===== config.mk =====
export PLATFORM = sky130hd
export DESIGN_NAME = bch15_decode_sequencer_flat
export DESIGN_NICKNAME = d
export VERILOG_FILES = /design/src/rtl/bch15_pkg.sv /design/src/rtl/bch15_decode_sequencer_if.sv /design/src/rtl/bch15_chien_step.sv /design/src/rtl/bch15_decode_sequencer.sv /design/src/flat_wrapper.sv
export SDC_FILE = /design/constraint.sdc
export NUM_CORES = 1
export LEC_CHECK = 0
export ABC_AREA = 1
export ABC_CLOCK_PERIOD_IN_PS = 3100
export BUFFER_PORTS_ARGS = -buffer_cell sky130_fd_sc_hd__buf_2
export CAP_MARGIN = 0
export CORE_MARGIN = 4
export CORE_UTILIZATION = 57
export CTS_BUF_LIST = sky130_fd_sc_hd__clkbuf_2
export CTS_CLUSTER_SIZE = 24
export DETAILED_ROUTE_END_ITERATION = 10
export PLACE_DENSITY = 0.84
export REMOVE_ABC_BUFFERS = 1
export SLEW_MARGIN = 40
export SYNTH_ARGS = -nofsm -noshare
export SYNTH_HDL_FRONTEND = slang
export SYNTH_HIERARCHICAL = 1
export SYNTH_SLANG_ARGS = --single-unit

===== constraint.sdc =====
create_clock -name clk -period 3.1 [get_ports clk]
set_clock_uncertainty 0.1 [all_clocks]
set_input_delay 0.155 -clock clk [delete_from_list [all_inputs] [get_ports clk]]
set_output_delay 0.155 -clock clk [all_outputs]
set_load 0.005 [all_outputs]

===== src/rtl/bch15_pkg.sv =====
// Shared GF(16) arithmetic and sequencer state type for the BCH(15,7,t=2) decoder.
package bch15_pkg;

  localparam logic [4:0] GF16_PRIM = 5'b10011;
  localparam logic [8:0] BCH15_GEN = 9'b111010001;

  typedef enum logic [2:0] {IDLE, SYND, LOCATE, CHIEN, DONE} state_t;

  // Polynomial-basis multiply; with a constant operand this collapses to XORs.
  function automatic logic [3:0] gf16_mul(input logic [3:0] a, input logic [3:0] b);
    logic [3:0] p;
    logic [3:0] x;
    p = 4'h0;
    x = a;
    for (int i = 0; i < 4; i++) begin
      if (b[i]) p = p ^ x;
      x = {x[2:0], 1'b0} ^ (x[3] ? GF16_PRIM[3:0] : 4'h0);
    end
    return p;
  endfunction

  function automatic logic [3:0] gf16_inv(input logic [3:0] a);
    logic [3:0] r;
    unique case (a)
      4'h0: r = 4'h0;
      4'h1: r = 4'h1;
      4'h2: r = 4'h9;
      4'h3: r = 4'he;
      4'h4: r = 4'hd;
      4'h5: r = 4'hb;
      4'h6: r = 4'h7;
      4'h7: r = 4'h6;
      4'h8: r = 4'hf;
      4'h9: r = 4'h2;
      4'ha: r = 4'hc;
      4'hb: r = 4'h5;
      4'hc: r = 4'ha;
      4'hd: r = 4'h4;
      4'he: r = 4'h3;
      default: r = 4'h8;
    endcase
    return r;
  endfunction

  function automatic logic [3:0] gf16_cube(input logic [3:0] a);
    return gf16_mul(gf16_mul(a, a), a);
  endfunction

endpackage


===== src/rtl/bch15_decode_sequencer_if.sv =====
// Word-in / result-out handshake bundle of the BCH(15,7) decode sequencer.
interface bch15_decode_sequencer_if;
  logic        in_valid;
  logic        in_ready;
  logic [14:0] in_code;
  logic        out_valid;
  logic        out_ready;
  logic [6:0]  out_msg;
  logic [1:0]  out_err_cnt;
  logic        out_uncorr;
  logic        busy;

  modport master (
    output in_valid, in_code, out_ready,
    input  in_ready, out_valid, out_msg, out_err_cnt, out_uncorr, busy
  );

  modport slave (
    input  in_valid, in_code, out_ready,
    output in_ready, out_valid, out_msg, out_err_cnt, out_uncorr, busy
  );
endinterface


===== src/rtl/bch15_chien_step.sv =====
// One Chien evaluation: root flag for sigma at the current point and the terms for the next one.
module bch15_chien_step
  import bch15_pkg::*;
(
  input  logic [3:0] t1_i,
  input  logic [3:0] t2_i,
  output logic       root_o,
  output logic [3:0] t1_next_o,
  output logic [3:0] t2_next_o
);

  assign root_o    = ((4'h1 ^ t1_i ^ t2_i) == 4'h0);
  // alpha^-1 = alpha^14 = 4'h9, alpha^-2 = alpha^13 = 4'hd
  assign t1_next_o = gf16_mul(t1_i, 4'h9);
  assign t2_next_o = gf16_mul(t2_i, 4'hd);

endmodule


===== src/rtl/bch15_decode_sequencer.sv =====
// Serial BCH(15,7,t=2) decoder: Horner syndromes, closed-form locator, serial Chien search.
module bch15_decode_sequencer
  import bch15_pkg::*;
#(
  parameter bit SKIP_ZERO_SYND = 1'b1
) (
  input  logic                      clk,
  input  logic                      rst_n,
  bch15_decode_sequencer_if.slave   bus
);

  state_t      state_q, state_d;
  logic [14:0] w_q, w_d, w_n;
  logic [6:0]  raw_q, raw_d;
  logic [3:0]  s1_q, s1_d, s3_q, s3_d;
  logic [3:0]  t1_q, t1_d, t2_q, t2_d;
  logic [3:0]  cnt_q, cnt_d;
  logic [1:0]  deg_q, deg_d, rc_q, rc_d, rc_n;
  logic        out_valid_q, out_valid_d, out_uncorr_q, out_uncorr_d;
  logic [6:0]  out_msg_q, out_msg_d;
  logic [1:0]  out_err_q, out_err_d;
  logic [3:0]  c, t1_next, t2_next;
  logic        root;

  bch15_chien_step u_chien_step (
    .t1_i      (t1_q),
    .t2_i      (t2_q),
    .root_o    (root),
    .t1_next_o (t1_next),
    .t2_next_o (t2_next)
  );

  assign c = s3_q ^ gf16_cube(s1_q);

  always_comb begin
    state_d      = state_q;
    w_d          = w_q;
    raw_d        = raw_q;
    s1_d         = s1_q;
    s3_d         = s3_q;
    t1_d         = t1_q;
    t2_d         = t2_q;
    cnt_d        = cnt_q;
    deg_d        = deg_q;
    rc_d         = rc_q;
    out_valid_d  = out_valid_q;
    out_msg_d    = out_msg_q;
    out_err_d    = out_err_q;
    out_uncorr_d = out_uncorr_q;
    w_n          = w_q;
    rc_n         = rc_q;

    unique case (state_q)
      IDLE: begin
        if (bus.in_valid) begin
          w_d     = bus.in_code;
          raw_d   = bus.in_code[14:8];
          s1_d    = 4'h0;
          s3_d    = 4'h0;
          cnt_d   = 4'd14;
          state_d = SYND;
        end
      end
      SYND: begin
        s1_d  = gf16_mul(s1_q, 4'h2) ^ {3'b000, w_q[cnt_q]};
        s3_d  = gf16_mul(s3_q, 4'h8) ^ {3'b000, w_q[cnt_q]};
        cnt_d = cnt_q - 4'd1;
        if (cnt_q == 4'd0) state_d = LOCATE;
      end
      LOCATE: begin
        cnt_d = 4'd0;
        rc_d  = 2'd0;
        t1_d  = s1_q;
        t2_d  = 4'h0;
        if (s1_q == 4'h0) begin
          deg_d = 2'd0;
          t1_d  = 4'h0;
          // S1==0 with S3!=0 cannot be one or two errors
          if (s3_q != 4'h0 || SKIP_ZERO_SYND) begin
            state_d      = DONE;
            out_valid_d  = 1'b1;
            out_msg_d    = w_q[14:8];
            out_err_d    = 2'd0;
            out_uncorr_d = (s3_q != 4'h0);
          end else begin
            state_d = CHIEN;
          end
        end else if (c == 4'h0) begin
          deg_d   = 2'd1;
          state_d = CHIEN;
        end else begin
          deg_d   = 2'd2;
          t2_d    = gf16_mul(c, gf16_inv(s1_q));
          state_d = CHIEN;
        end
      end
      CHIEN: begin
        if (root) begin
          w_n[cnt_q] = ~w_q[cnt_q];
          rc_n       = (rc_q == 2'd3) ? 2'd3 : rc_q + 2'd1;
        end
        w_d   = w_n;
        rc_d  = rc_n;
        t1_d  = t1_next;
        t2_d  = t2_next;
        cnt_d = cnt_q + 4'd1;
        if (cnt_q == 4'd14) begin
          state_d     = DONE;
          out_valid_d = 1'b1;
          if (rc_n != deg_q) begin
            out_msg_d    = raw_q;
            out_err_d    = 2'd0;
            out_uncorr_d = 1'b1;
          end else begin
            out_msg_d    = w_n[14:8];
            out_err_d    = rc_n;
            out_uncorr_d = 1'b0;
          end
        end
      end
      DONE: begin
        if (bus.out_ready) begin
          out_valid_d = 1'b0;
          state_d     = IDLE;
        end
      end
      default: state_d = IDLE;
    endcase
  end

  always_ff @(posedge clk or negedge rst_n) begin
    if (!rst_n) begin
      state_q      <= IDLE;
      w_q          <= '0;
      raw_q        <= '0;
      s1_q         <= '0;
      s3_q         <= '0;
      t1_q         <= '0;
      t2_q         <= '0;
      cnt_q        <= '0;
      deg_q        <= '0;
      rc_q         <= '0;
      out_valid_q  <= 1'b0;
      out_msg_q    <= '0;
      out_err_q    <= '0;
      out_uncorr_q <= 1'b0;
    end else begin
      state_q      <= state_d;
      w_q          <= w_d;
      raw_q        <= raw_d;
      s1_q         <= s1_d;
      s3_q         <= s3_d;
      t1_q         <= t1_d;
      t2_q         <= t2_d;
      cnt_q        <= cnt_d;
      deg_q        <= deg_d;
      rc_q         <= rc_d;
      out_valid_q  <= out_valid_d;
      out_msg_q    <= out_msg_d;
      out_err_q    <= out_err_d;
      out_uncorr_q <= out_uncorr_d;
    end
  end

  assign bus.in_ready    = (state_q == IDLE);
  assign bus.busy        = (state_q != IDLE);
  assign bus.out_valid   = out_valid_q;
  assign bus.out_msg     = out_msg_q;
  assign bus.out_err_cnt = out_err_q;
  assign bus.out_uncorr  = out_uncorr_q;

endmodule


===== src/flat_wrapper.sv =====
// flat-port wrapper written by rule: the top's interface ports become plain ports
module bch15_decode_sequencer_flat import bch15_pkg::*;
#(
  parameter bit SKIP_ZERO_SYND = 1'b1
)
  (clk, rst_n, bus_in_valid, bus_in_code, bus_out_ready, bus_in_ready, bus_out_valid, bus_out_msg, bus_out_err_cnt, bus_out_uncorr, bus_busy);
  bch15_decode_sequencer_if bus_i ();
  input  logic clk;
  input  logic rst_n;
  input wire logic [$bits(bus_i.in_valid)-1:0] bus_in_valid;
  input wire logic [$bits(bus_i.in_code)-1:0] bus_in_code;
  input wire logic [$bits(bus_i.out_ready)-1:0] bus_out_ready;
  output wire logic [$bits(bus_i.in_ready)-1:0] bus_in_ready;
  output wire logic [$bits(bus_i.out_valid)-1:0] bus_out_valid;
  output wire logic [$bits(bus_i.out_msg)-1:0] bus_out_msg;
  output wire logic [$bits(bus_i.out_err_cnt)-1:0] bus_out_err_cnt;
  output wire logic [$bits(bus_i.out_uncorr)-1:0] bus_out_uncorr;
  output wire logic [$bits(bus_i.busy)-1:0] bus_busy;
  assign bus_i.in_valid = bus_in_valid;
  assign bus_i.in_code = bus_in_code;
  assign bus_i.out_ready = bus_out_ready;
  assign bus_in_ready = bus_i.in_ready;
  assign bus_out_valid = bus_i.out_valid;
  assign bus_out_msg = bus_i.out_msg;
  assign bus_out_err_cnt = bus_i.out_err_cnt;
  assign bus_out_uncorr = bus_i.out_uncorr;
  assign bus_busy = bus_i.busy;
  bch15_decode_sequencer #(.SKIP_ZERO_SYND(SKIP_ZERO_SYND)) u_core (.clk(clk), .rst_n(rst_n), .bus(bus_i));
endmodule

==> impl_metrics.env <==
export IMPL_syn_area_mm2=0.00434
export IMPL_top_layer="met4"
export IMPL_whs_ps=77.2
export IMPL_tightest_slew_ps=652
export IMPL_die_area_mm2=0.00908
export IMPL_n_fill_cell=584
export IMPL_grt_total_usage_pct=27.3
export IMPL_maxSlewViolCount=0
export IMPL_total_power_mw=5.91
export IMPL_placed_area_mm2=0.00464
export IMPL_hold_viol_final=0
export IMPL_mostFrequentLayoutCells="nand2_1, inv_1, dfrtp_1"
export IMPL_fin_area_mm2=0.00507
export IMPL_grt_pass1_wl_um=19600
export IMPL_finalSetupViolCount=1
export IMPL_layout_setup_ws_ps=-7.86
export IMPL_place_gp_congestion=0.905
export IMPL_cts_root_buf="clkbuf_2"
export IMPL_synthToLayoutAreaGrowth_pct=16.8
export IMPL_cts_buffers=9
export IMPL_rows=31
export IMPL_synth_top_flop_cell="dfrtp_1"
export IMPL_p_leak_nw=2.46
export IMPL_htreeDepth=3
export IMPL_cts_clk_slew_worst_paths_ps=190
export IMPL_arrival_ps=3480
export IMPL_power_density_mw_per_mm2=1160
export IMPL_worst_slew_margin_rel_pct=56.6
export IMPL_synth_warnings=6
export IMPL_synth_edff_count=0
export IMPL_syn_inst=630
export IMPL_synth_top_family_by_area="simple AND/OR/NAND/NOR gates"
export IMPL_wl_met1_um=5160
export IMPL_antenna_found_initial=0
export IMPL_clkLatencyLatePin_ps=510
export IMPL_rsz0062_at_grt="yes"
export IMPL_route_detailed_drc=0
export IMPL_synth_async_reset_ratio_pct=100
export IMPL_fin_crit_ps=3110
export IMPL_ios=32
export IMPL_reg2reg_depth=24
export IMPL_register_area_mm2=0.00150
export IMPL_peakVddDrop_uv=511
export IMPL_violations="setup timing"
export IMPL_worstPathMaxFanout=4
export IMPL_nNetsFinal=720
export IMPL_hpwl_um=8320
export IMPL_synth_compound_area_share_pct=18.2
export IMPL_fin_crit_sh_pct=100
export IMPL_drtIter0Drc=491
export IMPL_fin_cells=795
export IMPL_initial_core_util_pct=59.2
export IMPL_hp_class="in2async"
export IMPL_clk_path_buf_depth=2
export IMPL_crit_start="u_core/s1_q[3]$_DFFE_PN0P_"
export IMPL_syn_area_per_cell_um2=6.89
export IMPL_fmax_mhz=322
export IMPL_synthAdderAreaFrac_pct=3.63
export IMPL_routed_wl_met3_um=778
export IMPL_yosysUniqueCellTypes=41
export IMPL_synth_area_mux_share_pct=0
export IMPL_port_buffers=31
export IMPL_antenna_left=0
export IMPL_via_per_inst=5.84
export IMPL_synth_top_cell_area_share_pct=34.6
export IMPL_wl_per_cell_um=14.9
export IMPL_regToRegStartpoint="u_core/s1_q[3]$_DFFE_PN0P_"
export IMPL_routed_wl_um=11900
export IMPL_die_h_um=95.3
export IMPL_dp_cells=755
export IMPL_core_area_mm2=0.00733
export IMPL_final_common_cell="nand2_1"
export IMPL_yosys_area_top_type="dfrtp_1"
export IMPL_grt_max_degree=52
export IMPL_wl_met2_um=5710
export IMPL_vias=4641
export IMPL_cp_required_ps=3470
export IMPL_synth_area_leaders="dfrtp_1, nand2_1, o21ai_0"
export IMPL_final_core_util_pct=69.2
export IMPL_startpoint_type="flip-flop"
export IMPL_critPathCaptureType="flip-flop"
export IMPL_cts_tree="yes"
export IMPL_grt_remaining_overflow=0
export IMPL_max_cap_viol_count=0
export IMPL_grt_pass1_vias=4313
export IMPL_drt_pass1_iterations=5
export IMPL_worstSetupPathType="reg2reg"
export IMPL_synth_seq_cells=60
export IMPL_yosysSeqAreaShare_pct=34.6
export IMPL_die_x_um=95.3
export IMPL_multi_input_comb_area_mm2=0.00252
export IMPL_status="finished, violations left"
export IMPL_cts_num_sinks=60
export IMPL_yosys_area_share_simple_pct=31.1
export IMPL_drive_above_1_share_pct=17.7
export IMPL_synth_xor_area_share_pct=2.82
==> per-stage QoR <==
step / setup TNS [ps] / setup slack [ps]
final: -7.86 / -7.86
after floorplan: -633 / -295
after global placement: 0 / 113
after CTS: 0 / 1.37
after global routing: -553 / -234
after detailed placement: -15.5 / -15.5
==> worst paths after layout <==
check	end	slack [ps]
min in group clk	u_core/raw_q[5]$_DFFE_PN0P_	290
max	u_core/t2_q[1]$_DFFE_PN0P_	-8
min reg2reg	u_core/raw_q[3]$_DFFE_PN0P_	390
max in group asynchronous	u_core/bus.out_err_cnt[1]$_DFFE_PN0P_	2200
min	u_core/w_q[6]$_DFFE_PN0P_	80
max reg2reg	u_core/t2_q[1]$_DFFE_PN0P_	-8
==> cells in the mapped netlist, types with 5 or more instances <==
cell type  count
nand2_1      173
inv_1         69
dfrtp_1       60
o21ai_0       59
nor2_1        53
nand3_1       41
a21oi_1       26
nand2_2       15
clkbuf_1      13
ha_1          11
o211ai_1       8
o21ai_1        8
o221ai_1       8
o22ai_1        8
inv_2          7
xnor2_1        7
xor2_1         7
a31oi_1        6
nand2_4        5
==> cell type report <==
type | count | share of cell area [%]
clock inverters | 7 | 1.48
clock buffers | 9 | 0.888
multi-input cells | 469 | 49.7
inverters | 79 | 6.02
well taps | 99 | 2.44
flip-flops and latches | 60 | 29.6
repair buffers | 70 | 9.77
diodes | 2 | 0.0987
==> flip-flops by register name, indices dropped and copies added, names as in the netlist <==
name,count
u_core/w_q,15
u_core/t1_q,4
u_core/bus.out_msg,7
u_core/state_q,3
u_core/bus.out_err_cnt,2
u_core/t2_q,4
u_core/deg_q,2
u_core/bus.out_valid,1
u_core/raw_q,7
u_core/s1_q,4
u_core/rc_q,2
u_core/s3_q,4
u_core/cnt_q,4
u_core/bus.out_uncorr,1
==> metal layers <==
metal,up-vias,GRT usage [%]
li1,2187,-
met1,2196,37.4
met2,231,43.7
met3,27,4.34
met4,0,9.62
met5,-,0
==> kinds of logic after synthesis <==
group           count (synthesis)
compound gates                136
xor+xnor                       14
fa+ha+maj                      12
buf+inv                       101
flops                          60
simple gates                  307
==> critical path, cell delays in order, from the launching register on <==
cell	delay (ps)
dfrtp_1	470
clkinv_2	110
ha_4	290
nand2_1	80
nand2_2	90
nand2_1	80
nand2_2	90
nand2_2	90
nand2_4	80
nand2_4	50
o211ai_1	140
nand2_1	90
nand2_1	80
nand3b_1	110
nand2_2	90
inv_2	60
ha_4	250
inv_2	40
nor2_4	90
inv_2	40
nand3_2	70
nand3_1	120
nand3_1	140
nand3_2	90
a21oi_2	130
==> repair_timing <==
| action | in CTS | in global routing |
|---|---|---|
| hold buffers | 18 | 0 |
| setup endpoints to repair | 1 | 10 |
| pin swaps | 0 | 15 |
| hold endpoints to repair | 76 | 0 |
| cloned | 0 | 0 |
| gates resized for setup | 4 | 19 |
| setup buffers | 1 | 3 |
==> power by group <==
group / internal [mW] / switching, mW / leakage [nW]
registers: 1.13 / 0.304 / 0.736
clock network: 0.190 / 0.332 / 0.0666
logic: 1.41 / 2.55 / 1.66
Note: power is estimated with default switching activity, not from simulation.
